==> config.mk <==
export PLATFORM = sky130hd
export DESIGN_NAME = ps2_host_tx
export DESIGN_NICKNAME = d
export VERILOG_FILES = /design/src/rtl/ps2_host_tx.sv
export SDC_FILE = /design/constraint.sdc
export NUM_CORES = 1
export LEC_CHECK = 0
export CAP_MARGIN = 5
export CORE_MARGIN = 3
export CORE_UTILIZATION = 43
export CTS_CLUSTER_DIAMETER = 80
export DETAILED_ROUTE_END_ITERATION = 16
export SYNTH_ARGS = -nofsm -noshare
export SYNTH_HDL_FRONTEND = slang
export SYNTH_SLANG_ARGS = --single-unit
==> constraint.sdc <==
create_clock -name clk -period 2.9 [get_ports clk]
set_input_delay 0.58 -clock clk [delete_from_list [all_inputs] [get_ports clk]]
set_output_delay 0.58 -clock clk [all_outputs]
set_load 0.01 [all_outputs]
==> src/rtl/ps2_host_tx.sv <==
// PS/2 host-to-device transmitter: CPU register pair, request-to-send sequencing,
// bit shifting on device CLOCK falls, acknowledge check and transfer timeout.
module ps2_host_tx #(
  parameter int CLK_HZ      = 1036800,
  parameter int INHIBIT_CYC = CLK_HZ / 10000,
  parameter int TIMEOUT_CYC = CLK_HZ / 50
) (
  input  logic       clk,
  input  logic       rst,
  output logic [7:0] dbr,
  input  logic [7:0] dbw,
  input  logic       addr,
  input  logic       we,
  input  logic       ps2_clk_i,
  input  logic       ps2_data_i,
  output logic       ps2_clk_oe,
  output logic       ps2_data_oe
);

  // state     | meaning
  // S_IDLE    | lines released, waiting for a TXD write
  // S_INHIBIT | CLOCK held low for INHIBIT_CYC cycles
  // S_RTS     | CLOCK released, DATA low (start bit)
  // S_SHIFT   | data, parity, stop updated on each device CLOCK fall
  // S_ACK     | sample device acknowledge on the next CLOCK fall
  // S_RELEASE | wait for both lines idle high
  typedef enum logic [2:0] {
    S_IDLE, S_INHIBIT, S_RTS, S_SHIFT, S_ACK, S_RELEASE
  } state_t;

  localparam int MAX_CYC = (INHIBIT_CYC > TIMEOUT_CYC) ? INHIBIT_CYC : TIMEOUT_CYC;
  localparam int TW      = $clog2(MAX_CYC + 1);

  state_t          state_q, state_d;
  logic [7:0]      txd_q, txd_d;
  logic            done_q, done_d, err_q, err_d, nack_q, nack_d;
  logic [3:0]      bit_cnt_q, bit_cnt_d;
  logic [TW-1:0]   timer_q, timer_d;
  logic            clk_oe_q, clk_oe_d, data_oe_q, data_oe_d;
  logic [1:0]      clk_sync_q, clk_sync_d, data_sync_q, data_sync_d;
  logic            clk_prev_q, clk_prev_d;

  logic clk_s, data_s, fe, busy, start, parity;

  assign clk_s  = clk_sync_q[1];
  assign data_s = data_sync_q[1];
  assign fe     = clk_prev_q & ~clk_s;
  assign busy   = (state_q != S_IDLE);
  assign start  = we & ~addr;
  assign parity = ~^txd_q;

  assign dbr         = addr ? txd_q : {busy, done_q, err_q, nack_q, 4'b0000};
  assign ps2_clk_oe  = clk_oe_q;
  assign ps2_data_oe = data_oe_q;

  always_comb begin
    state_d     = state_q;
    txd_d       = txd_q;
    done_d      = done_q;
    err_d       = err_q;
    nack_d      = nack_q;
    bit_cnt_d   = bit_cnt_q;
    timer_d     = timer_q;
    clk_oe_d    = clk_oe_q;
    data_oe_d   = data_oe_q;
    clk_sync_d  = {clk_sync_q[0], ps2_clk_i};
    data_sync_d = {data_sync_q[0], ps2_data_i};
    clk_prev_d  = clk_s;

    // Clear is applied first so any flag set below in the same cycle wins.
    if (we && addr && dbw[0]) begin
      done_d = 1'b0;
      err_d  = 1'b0;
    end

    case (state_q)
      S_IDLE: begin
        clk_oe_d  = 1'b0;
        data_oe_d = 1'b0;
        if (start) begin
          txd_d     = dbw;
          done_d    = 1'b0;
          err_d     = 1'b0;
          nack_d    = 1'b0;
          bit_cnt_d = 4'd0;
          timer_d   = TW'(INHIBIT_CYC - 1);
          clk_oe_d  = 1'b1;
          state_d   = S_INHIBIT;
        end
      end
      S_INHIBIT: begin
        if (timer_q == '0) begin
          clk_oe_d  = 1'b0;
          data_oe_d = 1'b1;
          state_d   = S_RTS;
        end else begin
          timer_d = timer_q - TW'(1);
        end
      end
      S_RTS: begin
        timer_d = TW'(TIMEOUT_CYC - 1);
        state_d = S_SHIFT;
      end
      S_SHIFT, S_ACK, S_RELEASE: begin
        if (timer_q == '0) begin
          err_d     = 1'b1;
          clk_oe_d  = 1'b0;
          data_oe_d = 1'b0;
          state_d   = S_IDLE;
        end else begin
          timer_d = timer_q - TW'(1);
          if (state_q == S_SHIFT) begin
            if (fe) begin
              bit_cnt_d = bit_cnt_q + 4'd1;
              if (bit_cnt_q < 4'd8) begin
                data_oe_d = ~txd_q[bit_cnt_q[2:0]];
              end else if (bit_cnt_q == 4'd8) begin
                data_oe_d = ~parity;
              end else begin
                data_oe_d = 1'b0;
                state_d   = S_ACK;
              end
            end
          end else if (state_q == S_ACK) begin
            if (fe) begin
              if (data_s) begin
                nack_d = 1'b1;
                err_d  = 1'b1;
              end
              state_d = S_RELEASE;
            end
          end else if (clk_s && data_s) begin
            done_d  = 1'b1;
            state_d = S_IDLE;
          end
        end
      end
      default: begin
        clk_oe_d  = 1'b0;
        data_oe_d = 1'b0;
        state_d   = S_IDLE;
      end
    endcase
  end

  always_ff @(posedge clk or negedge rst) begin
    if (!rst) begin
      state_q     <= S_IDLE;
      txd_q       <= 8'h00;
      done_q      <= 1'b0;
      err_q       <= 1'b0;
      nack_q      <= 1'b0;
      bit_cnt_q   <= 4'd0;
      timer_q     <= '0;
      clk_oe_q    <= 1'b0;
      data_oe_q   <= 1'b0;
      clk_sync_q  <= 2'b11;
      data_sync_q <= 2'b11;
      clk_prev_q  <= 1'b1;
    end else begin
      state_q     <= state_d;
      txd_q       <= txd_d;
      done_q      <= done_d;
      err_q       <= err_d;
      nack_q      <= nack_d;
      bit_cnt_q   <= bit_cnt_d;
      timer_q     <= timer_d;
      clk_oe_q    <= clk_oe_d;
      data_oe_q   <= data_oe_d;
      clk_sync_q  <= clk_sync_d;
      data_sync_q <= data_sync_d;
      clk_prev_q  <= clk_prev_d;
    end
  end

endmodule
======== Word-level counts from Yosys, hierarchy flattened ========
Index checks and enable logic that the tools add are counted.
storage, ports and cells
  register bits after elaboration ......... 40
  bits of input ports ..................... 14
  output and inout port bits .............. 10
cells by class
  $add $sub $neg .......................... 2
  magnitude comparators ................... 2
  equality and inequality tests ........... 23
  muxes and demuxes ....................... 54
  bitwise gates (word level) .............. 7
  reduce and logical (&&, ||, !) cells .... 18
operator list
  kind                                                 count
  one-hot mux 15 bit (3 select lines)                  1
  2-to-1 mux 15 bit                                    2
  2-to-1 mux 3 bit                                     10
  2-to-1 mux 1 bit                                     28
  inequality test 2 bit, second input constant         9
  2-to-1 mux 4 bit                                     4
  inequality test 4 bit, second input constant         4
  zero test 15 bit                                     1
  subtractor 15 x 1 -> 15 bit, second input constant   1
  AND reduction 7 bit                                  2
  one-hot mux 3 bit (4 select lines)                   1
  2-to-1 mux 8 bit                                     1
  one-hot mux 4 bit (2 select lines)                   1
  XNOR reduction 8 bit                                 1
  equality test 3 x 2 -> 1 bit, second input constant  2
  equality test 3 bit, second input constant           2
  inequality test 3 bit, second input constant         2
  one-hot mux 1 bit (2 select lines)                   3
  one-hot mux 1 bit (3 select lines)                   2
  nonzero test 3 bit                                   2
  inequality test 5 bit, second input constant         1
  NOT 1 bit                                            5
  AND reduction 5 bit                                  1
  adder 4 x 1 -> 4 bit, second input constant          1
  15 further kinds                                     19

======== Depth between registers and ports, before layout ========
Gate-level depths: netlist (run 1).
  word-level depth ........................ 9
  mapped depth ............................ 9
  mapped depth without buffers ............ 8

======== Worst setup path after synthesis (run 1) ========
No wires, ideal clock.
  path kind ............................... register to register
  from .................................... reg timer_q[0]
  to ...................................... reg timer_q[14]
  setup time .............................. 0.126 ns
  arrival time ............................ 1.893 ns
  slack ................................... 0.881 ns
  cell stages (with the launch flop) ...... 9
  path through ............................ dfrtp_1 -> inv_1 -> ha_1 -> or3b_4 -> nor3_4 -> nand3_1 -> nor3_1 -> o21ai_0 -> a221o_1
on the way
  word-level cells in the longest chain between the ends .. 3
RTL lines
  what                                                                        RTL line  RTL
  start, declared                                                             38        logic [TW-1:0] timer_q, timer_d;
  start signal, assigned                                                      167       timer_q <= timer_d;
  subtractor 15 x 1 -> 15 bit or zero test 15 bit (tied branches)             --
  2-to-1 mux 15 bit or inequality test 2 bit (tied branches)                  --
  one-hot mux 15 bit (3 select lines) or AND reduction 3 bit (tied branches)  --
Several ways; a longest one is shown, not always the timed one. The select of a mux whose other input is x is not followed.
A chain may end at the register's enable or synchronous reset.

======== Worst setup path in the final report (run 1) ========
  from .................................... in addr
  to ...................................... out dbr[4]
on the way
  word-level cells in the longest chain between the ends .. 1
RTL lines
  what              RTL line  RTL
  start, declared   12        input logic addr,
  2-to-1 mux 8 bit  52        assign dbr = addr ? txd_q : {busy, done_q, err_q, nack_q, 4'b0000};
  end, declared     10        output logic [7:0] dbr,
No other way between the ends.

==> run_results.csv, run 1 <==
group,metric,value,unit
min_path,hold-path-cell-count,0,
die,die_w,79.21,um
job,drv_cap,0,
drt,viasPerCell,5.426,
synth,synth_nets,270,
placement,dp_hpwl,3797,um
sta,finalHoldViolations,0,
drt,wirelength,5306,um
die,dieArea,0.006274,mm2
sta,worstMarginPinSlew,0.9024,ns
clock_tree,clk_latency,0.30,ns
clock_tree,cts_setup_buffers,0,
setup_path,worstReg2RegEnd,"timer_q[3]",
global_route,overflow,0,
clock_tree,holdBufCountCts,0,
placement,portBuffers,23,
sta,period_share,0.9376,
drt,dr.pass1.iters,4,
finish,fillCellCount,521,
synth,synth_ff_type,"dfrtp_1",
finish,seqCellArea,0.001007,mm2
placement,placed_cells,344,
setup_path,critical_path_required,2.32,ns
setup_path,worstSetupEndpointType,"output port",
power,p_comb_frac,0.469,
drt,drtIter0Drc,120,
synth,synth.distinct_cells,55,
drt,vias,1910,
finish,multi_input_area,0.001204,mm2
clock_tree,clk_path_buf_depth,2,
finish,drive_above_1_share,0.1418,
setup_path,critPathKind,"in2out",
finish,area_growth,18.89,%
clock_tree,cts_buffers,5,
placement,gp_congestion,0.7832,
setup_path,worst-path-max-fanout,12,
synth,synth_commonest_cells,"nand2_1 (43), dfrtp_1 (35), nor2_1 (19), a21oi_1 (13), inv_1 (12)",
global_route,grt_max_degree,41,
sta,fin_skew,0.01043,ns
synth,async_flop_share,1.000,
die,coreArea,0.005140,mm2
synth,yosysMostFrequentCell,"nand2_1",
clock_tree,path_clk_slew,0.08,ns
min_path,hp-class,"reg2reg",
synth,netlist_area,0.002305,mm2
power,intPower,1.594,mW
synth,syn_area_per_cell,9.146,um2
synth,synth_top_area_cell,"dfrtp_1",
global_route,first_global_vias,1789,
setup_path,worstPathArrival,2.14,ns
power,switchingPower,1.089,mW
run_status,status,"finished clean",
clock_tree,tritoncts,"built",
drt,ant_nets,0,
sta,fin_setup_tns,0,ns
die,rows,26,
drt,drt_drc_violations_left,0,
clock_tree,htreeDepth,2,
sta,rsz0062_at_grt,"false",
clock_tree,cts_resized,0,
power,seqPwrFrac,0.356,
global_route,antenna_found_initial,0,
min_path,holdPathEnd,"clk_sync_q[1]",
synth,synth-seq-cells,40,
sta,slew_viol_final,0,
clock_tree,numClockSinks,40,
finish,nNetsFinal,299,
power,p_per_area,979.3,mW/mm2
die,initial_core_util,0.4484,
setup_path,start_kind,"primary input",
synth,synth_cells,252,
sta,timing.slew.headroom,0.3984,
global_route,grt_pass1_wl,8976,um
power,p_clk_frac,0.175,
synth,ys_top_cells_by_area,"dfrtp_1 (38%), nand2_1 (7.0%), dfstp_2 (5.7%)",
power,switching_share,0.4059,
finish,n_antenna_cell,0,
sta,period_needed,2.719,ns
setup_path,worst_r2r_path_depth,8,
sta,fmax,0.3678,GHz
clock_tree,cts-root-buf,"clkbuf_8",
setup_path,r2r_slack,0.51,ns
power,vdd_ir_drop_max,451.2,uV
die,ios,24,
finish,post-route-util,0.5331,
synth,ys_seq_area_frac,0.4370,
synth,netlist.area_leader.share,0.3800,
sta,setup_viol,0,
finish,stdcell_count,352,
drt,routedWlPerCell,15.07,um
min_path,holdCritStartpoint,"clk_sync_q[0]",
synth,synth-edff-count,0,
power,p_leak,1.189,nW
die,die_y,79.21,um
synth,yosysWarnings,0,
global_route,track_usage,0.1833,
setup_path,r2r-start,"timer_q[0]",
per-stage QoR:
step / worst slack, ns / hold slack, ns / instance area, um2 / power, mW
2_1_floorplan: 0.8806 / 0.2844 / 2305 / 1.844
3_3_place_gp: 0.1773 / 0.3460 / 2629 / 2.217
3_5_place_dp: 0.1818 / 0.3468 / 2629 / 2.232
5_1_grt: 0.1103 / 0.3629 / 2740 / 2.901
6_report: 0.1810 / 0.3571 / 2740 / 2.683
4_1_cts: 0.1744 / 0.3581 / 2740 / 2.701
kinds of logic (layout without fill, tap and decap cells):
logic type / count (synthesis) / count (layout) / synth area share
AOI/OAI and AO/OA: 61 / 61 / 0.1813
and+or+nand+nor: 112 / 112 / 0.2497
muxes: 6 / 6 / 0.03909
xor gates and xnor gates: 8 / 8 / 0.03040
buffers and inverters: 21 / 51 / 0.04071
adders and majority gates: 4 / 4 / 0.02172
DFF: 40 / 40 / 0.4370
placed cells by master (no fill, tap or decap), types with 2 or more instances in the layout:
cell type and instances:
o21ai_0 11, mux4_2 2, nor3_1 11, a221o_1 3, nor4_1 3, o22ai_1 2, nand3_1 8, a22oi_1 2
a31oi_1 6, nand2_1 43, inv_1 12, a21oi_2 2, nor2b_1 2, buf_4 8, dfrtp_1 35, nor3b_1 2
clkdlybuf4s50_1 22, a211o_1 2, ha_1 4, o31ai_1 2, xnor2_1 8, dfstp_2 5, nor2_1 19, and2_1 6
a21o_1 2, clkbuf_8 5, mux2_2 4, a21oi_1 13, nand2b_1 6, o21ai_1 4
state kept, by name, summed over array words and instances, names as in the netlist:
register and count:
data_sync_q 2, ps2_data_oe 1, clk_sync_q 2, nack_q 1, txd_q 8, state_q 3
timer_q 15, err_q 1, ps2_clk_oe 1, done_q 1, bit_cnt_q 4, clk_prev_q 1
area by class of cell:
class	instances	share of cell area
clock buffers	5	0.02511
clock inverters	3	0.01553
inverters	12	0.01644
multi-input cells	191	0.4393
flip-flops and latches	40	0.3676
well taps	70	0.03196
repair buffers	31	0.1041
power groups by stage:
stage | Combinational, mW | Sequential, mW | Clock (mW)
after global placement | 1.26 | 0.959 | 0
after detailed placement | 1.27 | 0.965 | 0
after floorplan | 0.960 | 0.884 | 0
final | 1.26 | 0.955 | 0.468
after global routing | 1.41 | 0.987 | 0.500
after CTS | 1.27 | 0.957 | 0.472
how the worst max path moves through the flow:
| stage | startpoint | to | slack, ns | depth (start not counted) |
|---|---|---|---|---|
| after floorplan | timer_q[0] | timer_q[14] | 0.88 | 8 |
| after global placement | addr | dbr[4] | 0.18 | 3 |
| after detailed placement | addr | dbr[4] | 0.18 | 3 |
| after CTS | addr | dbr[4] | 0.17 | 3 |
| after global routing | addr | dbr[4] | 0.11 | 3 |
| final | addr | dbr[4] | 0.18 | 3 |
layer usage:
layer	track usage	share of wire	up-vias
li1	-	-	959
met1	0.2715	0.51	912
met2	0.2668	0.44	34
met3	0.04082	0.036	5
met4	0.05326	0.011	0
met5	0	0	-
worst max-delay path: stages:
cell and delay, ns:
clkdlybuf4s50_1 0.70, mux2_2 0.38, clkdlybuf4s50_1 0.48
Power figures use the tool's default switching activity.
==> inputs of run 2 (changes only) <==
--- a/config.mk
+++ b/config.mk
@@ -6,6 +6,7 @@
 export NUM_CORES = 1
 export LEC_CHECK = 0
 export CAP_MARGIN = 5
+export CORE_ASPECT_RATIO = 0.7
 export CORE_MARGIN = 3
 export CORE_UTILIZATION = 43
 export CTS_CLUSTER_DIAMETER = 80
==> run 2 against run 1 <==
Against the previous run:
- wire length decreased by 1.2%
- first-iteration DRC count shrank 3.3%
- cell count is 0.57% lower
- largest cell class unchanged
- final area shrank 1.4%
- non-clock buffer count decreased by 1
- maximum frequency shrank 1.5%
- via count grew 0.16%
- combinational power barely moved
- worst hold slack gained 0.0057 ns
- sequential cell count stayed put
- clock-buffer cell count rose by 2
==> run_results.csv, run 2 (same netlist as run 1, synthesis figures left out) <==
group,metric,value,unit
finish,area_growth,17.21,%
die,coreArea,0.004966,mm2
setup_path,critPathKind,"in2out",
power,p_leak,1.171,nW
clock_tree,clk_latency,0.29,ns
sta,slew_viol_final,0,
die,initial_core_util,0.4641,
sta,period_share,0.9514,
clock_tree,cts_resized,0,
drt,vias,1913,
setup_path,worst-path-max-fanout,12,
clock_tree,cts_setup_buffers,0,
die,rows,21,
setup_path,worstPathArrival,2.18,ns
placement,placed_area,0.002620,mm2
clock_tree,cts-root-buf,"clkbuf_8",
setup_path,crit_end,"dbr[5]",
setup_path,slowest_delay,0.73,ns
clock_tree,path_clk_slew,0.08,ns
setup_path,critical_path_required,2.32,ns
power,p_total,2.581,mW
finish,largest_register_ffs,15,
min_path,hp-class,"reg2reg",
run_status,status,"finished clean",
sta,fin_skew,0.009042,ns
min_path,hold-path-cell-count,0,
global_route,overflow,0,
setup_path,worstSetupEndpointType,"output port",
die,die_y,67.25,um
global_route,antenna_found_initial,0,
power,vdd_ir_drop_max,314.4,uV
setup_path,crit_start,"addr",
job,drv_cap,0,
finish,top_register,"timer_q",
global_route,first_global_vias,1700,
clock_tree,clk_path_buf_depth,2,
setup_path,crit_chain,"clkdlybuf4s50_1 -> mux2_2 -> clkdlybuf4s50_1",
finish,post-route-util,0.5440,
finish,reg_top3,"timer_q (15), txd_q (8), bit_cnt_q (4)",
global_route,track_usage,0.1823,
sta,period_needed,2.759,ns
drt,viasPerCell,5.466,
die,die_w,93.51,um
setup_path,path_common_cell,"clkdlybuf4s50_1",
sta,finalHoldViolations,0,
die,dieArea,0.006288,mm2
sta,timing.slew.headroom,0.4124,
setup_path,worstReg2RegEnd,"timer_q[11]",
finish,design_area,0.002701,mm2
clock_tree,numClockSinks,40,
clock_tree,cts_buffers,5,
finish,drive_above_1_share,0.1317,
global_route,grt_pass1_wl,8832,um
power,p_per_area,955.5,mW/mm2
drt,ant_nets,0,
setup_path,r2r-start,"timer_q[0]",
sta,fin_hold_ws,0.3628,ns
finish,n_antenna_cell,0,
finish,nNetsFinal,298,
setup_path,r2r_slack,0.62,ns
die,ios,24,
finish,layout_common_cells,"nand2_1 (43), dfrtp_1 (35), clkdlybuf4s50_1 (22), nor2_1 (19), a21oi_1 (13)",
setup_path,worst_r2r_path_depth,9,
finish,mostFrequentLayoutCell,"nand2_1",
placement,dp_hpwl,3869,um
clock_tree,htreeDepth,2,
clock_tree,tritoncts,"built",
sta,rsz0062_at_grt,"false",
placement,gp_congestion,0.8362,
drt,drtIter0Drc,116,
drt,dr.pass1.iters,4,
drt,drt_drc_violations_left,0,
global_route,grt_max_degree,41,
placement,portBuffers,23,
sta,fmax,0.3624,GHz
sta,setup_viol,0,
clock_tree,holdBufCountCts,0,
setup_path,cp_slowest_cell,"clkdlybuf4s50_1",
setup_path,start_kind,"primary input",
sta,fin_setup_tns,0,ns
drt,routedWlPerCell,14.98,um
drt,wirelength,5244,um
sta,worstMarginPinSlew,0.8814,ns
[run 2: cell count changes in the layout (fill, tap and decap cells not counted), sizes merged]
cell,before,now
clkbuf,5,7
buf,9,8
bufinv,1,0
clkinvlp,1,0
[run 2: critical path: cells and delay by family]
| kind | cells | cell delay [ns] |
|---|---|---|
| buf+inv | 2 | 1.21 |
| mux | 1 | 0.39 |
[run 2: layout make-up]
class / count / area, um2
timing repair buffer: 30 / 277.8
inverter: 12 / 45.04
sequential: 40 / 1007
clock inverter: 1 / 5.005
multi-input combinational: 191 / 1204
fill: 464 / 2265
tap: 69 / 86.33
clock buffer: 7 / 76.32
[run 2: worst min-delay path by stage]
| stage | start | endpoint | slack [ns] |
|---|---|---|---|
| after floorplan | rst | bit_cnt_q[0] | 0.28 |
| after global placement | data_sync_q[0] | data_sync_q[1] | 0.35 |
| after detailed placement | clk_sync_q[0] | clk_sync_q[1] | 0.35 |
| after CTS | clk_sync_q[0] | clk_sync_q[1] | 0.37 |
| after global routing | data_sync_q[0] | data_sync_q[1] | 0.38 |
| final | clk_sync_q[0] | clk_sync_q[1] | 0.36 |
[run 2: report_power, final]
part	internal [mW]	total (mW)	leakage [nW]	switching (mW)
Sequential	0.736	0.955	0.492	0.219
Clock	0.169	0.360	0.0422	0.191
Combinational	0.604	1.27	0.636	0.663
[run 2: metrics by stage]
stage               cells  worst slack, ns
global route          350          0.04603
detailed placement    342           0.1601
CTS                   350           0.1528
floorplan             252           0.8806
global placement      342           0.1907
finish                350           0.1409
[run 2: per-layer routing]
metal,global-route usage,share of wire
met1,0.3111,0.57
met2,0.2199,0.36
met3,0.04232,0.059
met4,0.03839,0.0034
met5,0,0
==> inputs of run 3 (changes only) <==
==> constraint.sdc (replaced) <==
create_clock -name clk -period 3.5 [get_ports clk]
set_input_delay 0.7 -clock clk [delete_from_list [all_inputs] [get_ports clk]]
set_output_delay 0.7 -clock clk [all_outputs]
set_load 0.01 [all_outputs]
==> run 3 against run 2 <==
Against the previous run:
- total power is 17% lower
- setup slack improved by 0.39 ns
- largest power group unchanged
- wire length rose by 3.3%
- critical path depth unchanged
==> run_results.csv, run 3 (same netlist as run 1, synthesis figures left out) <==
group,metric,value,unit
clock_tree,htreeDepth,2,
finish,reg_top3,"timer_q (15), txd_q (8), bit_cnt_q (4)",
finish,design_area,0.002688,mm2
setup_path,crit_end,"dbr[5]",
setup_path,worst_r2r_path_depth,8,
power,switchingPower,0.8976,mW
setup_path,worstPathArrival,2.27,ns
setup_path,cp_slowest_cell,"clkdlybuf4s50_1",
die,dieArea,0.006288,mm2
sta,post-route-worst-setup-slack,0.5275,ns
clock_tree,cts_resized,0,
die,coreArea,0.004966,mm2
setup_path,critPathKind,"in2out",
setup_path,start_kind,"primary input",
power,seqPwrFrac,0.377,
drt,drt_drc_violations_left,0,
power,intPower,1.257,mW
setup_path,critical_path_required,2.80,ns
drt,wirelength,5416,um
setup_path,crit_start,"addr",
finish,area_growth,16.61,%
global_route,grt_pass1_wl,9087,um
clock_tree,cts-root-buf,"clkbuf_8",
drt,ant_nets,0,
setup_path,path_delay_family,"buffers and inverters",
clock_tree,clk_latency,0.29,ns
global_route,overflow,0,
drt,viasPerCell,5.507,
die,die_y,67.25,um
sta,setup_viol,0,
power,vdd_ir_drop_max,252.3,uV
power,p_comb_frac,0.475,
finish,seqCellArea,0.001007,mm2
placement,placed_area,0.002597,mm2
sta,finalHoldViolations,0,
drt,vias,1911,
finish,largest_register_ffs,15,
setup_path,r2r_slack,1.13,ns
setup_path,crit_chain,"clkdlybuf4s50_1 -> mux2_2 -> clkdlybuf4s50_1",
die,rows,21,
power,p_clk_frac,0.148,
global_route,grt_max_degree,41,
drt,drtIter0Drc,138,
sta,period_share,0.8493,
finish,fillCellCount,453,
setup_path,worstSetupEndpointType,"output port",
setup_path,path_common_cell,"clkdlybuf4s50_1",
min_path,hp-class,"reg2reg",
finish,drive_above_1_share,0.1223,
finish,layout_common_cells,"nand2_1 (43), dfrtp_1 (35), clkdlybuf4s50_1 (22), nor2_1 (19), a21oi_1 (13)",
die,die_w,93.51,um
drt,wl_met1,2971,um
setup_path,path_buf_inv,2,
setup_path,cp.depth,3,
drt,routed-wl-met2,2076,um
finish,mostFrequentLayoutCell,"nand2_1",
clock_tree,cts_setup_buffers,0,
setup_path,slowest_delay,0.70,ns
placement,gp_congestion,0.8668,
global_route,first_global_vias,1737,
clock_tree,numClockSinks,40,
sta,slew_viol_final,0,
drt,routedWlPerCell,15.61,um
sta,rsz0062_at_grt,"false",
sta,worstMarginPinSlew,0.8923,ns
power,p_per_area,801.6,mW/mm2
sta,fmax,0.3364,GHz
finish,top_register,"timer_q",
power,p_leak,1.160,nW
setup_path,r2r-start,"timer_q[0]",
clock_tree,cts_buffers,5,
sta,fin_skew,0.008206,ns
sta,fin_hold_ws,0.3569,ns
sta,fin_setup_tns,0,ns
sta,timing.slew.headroom,0.4052,
sta,period_needed,2.973,ns
placement,dp_hpwl,3899,um
die,initial_core_util,0.4641,
placement,portBuffers,23,
drt,highest-signal-layer,"met4",
clock_tree,holdBufCountCts,0,
global_route,track_usage,0.1890,
finish,multi_input_area,0.001204,mm2
clock_tree,path_clk_slew,0.07,ns
drt,wl_met3,345,um
setup_path,worstReg2RegEnd,"timer_q[3]",
clock_tree,clk_path_buf_depth,2,
setup_path,worst-path-max-fanout,12,
finish,nNetsFinal,295,
clock_tree,tritoncts,"built",
run_status,status,"finished clean",
finish,n_antenna_cell,0,
drt,dr.pass1.iters,4,
power,switching_share,0.4166,
job,drv_cap,0,
placement,post-place-ws,0.5236,ns
finish,stdcell_count,347,
die,ios,24,
placement,placed_cells,339,
global_route,antenna_found_initial,0,
## run 3: metal layers
| metal | GRT usage | up-vias |
|---|---|---|
| met5 | 0 | - |
| li1 | - | 952 |
| met1 | 0.3119 | 904 |
| met3 | 0.04788 | 2 |
| met4 | 0.03839 | 0 |
| met2 | 0.2386 | 53 |
## run 3: layout make-up
cell class	instances	area share
clock buffers	8	0.03352
inverters	12	0.01676
multi-input cells	191	0.4479
flip-flops and latches	40	0.3748
well taps	69	0.03212
repair buffers	27	0.09497
## run 3: through the flow
step             util  power, mW
2_1_floorplan       -      1.528
5_1_grt        0.5412      2.341
3_3_place_gp   0.5231      1.826
4_1_cts        0.5412      2.159
6_report       0.5412      2.154
3_5_place_dp   0.5231      1.834
## run 3: how the worst min path moves through the flow
stage | from | to | slack, ns | cells past startpoint
6_report | data_sync_q[0] | data_sync_q[1] | 0.36 | 0
5_1_grt | data_sync_q[0] | data_sync_q[1] | 0.36 | 0
4_1_cts | data_sync_q[0] | data_sync_q[1] | 0.36 | 0
3_5_place_dp | data_sync_q[0] | data_sync_q[1] | 0.35 | 0
3_3_place_gp | data_sync_q[0] | data_sync_q[1] | 0.35 | 0
2_1_floorplan | clk_sync_q[0] | clk_sync_q[1] | 0.35 | 0
## run 3: power groups by stage
| stage | Clock [mW] | Combinational, mW | Sequential, mW |
|---|---|---|---|
| final | 0.319 | 1.02 | 0.812 |
| after global routing | 0.352 | 1.14 | 0.845 |
| after CTS | 0.327 | 1.02 | 0.810 |
| after detailed placement | 0 | 1.02 | 0.814 |
| after global placement | 0 | 1.01 | 0.819 |
| after floorplan | 0 | 0.795 | 0.733 |
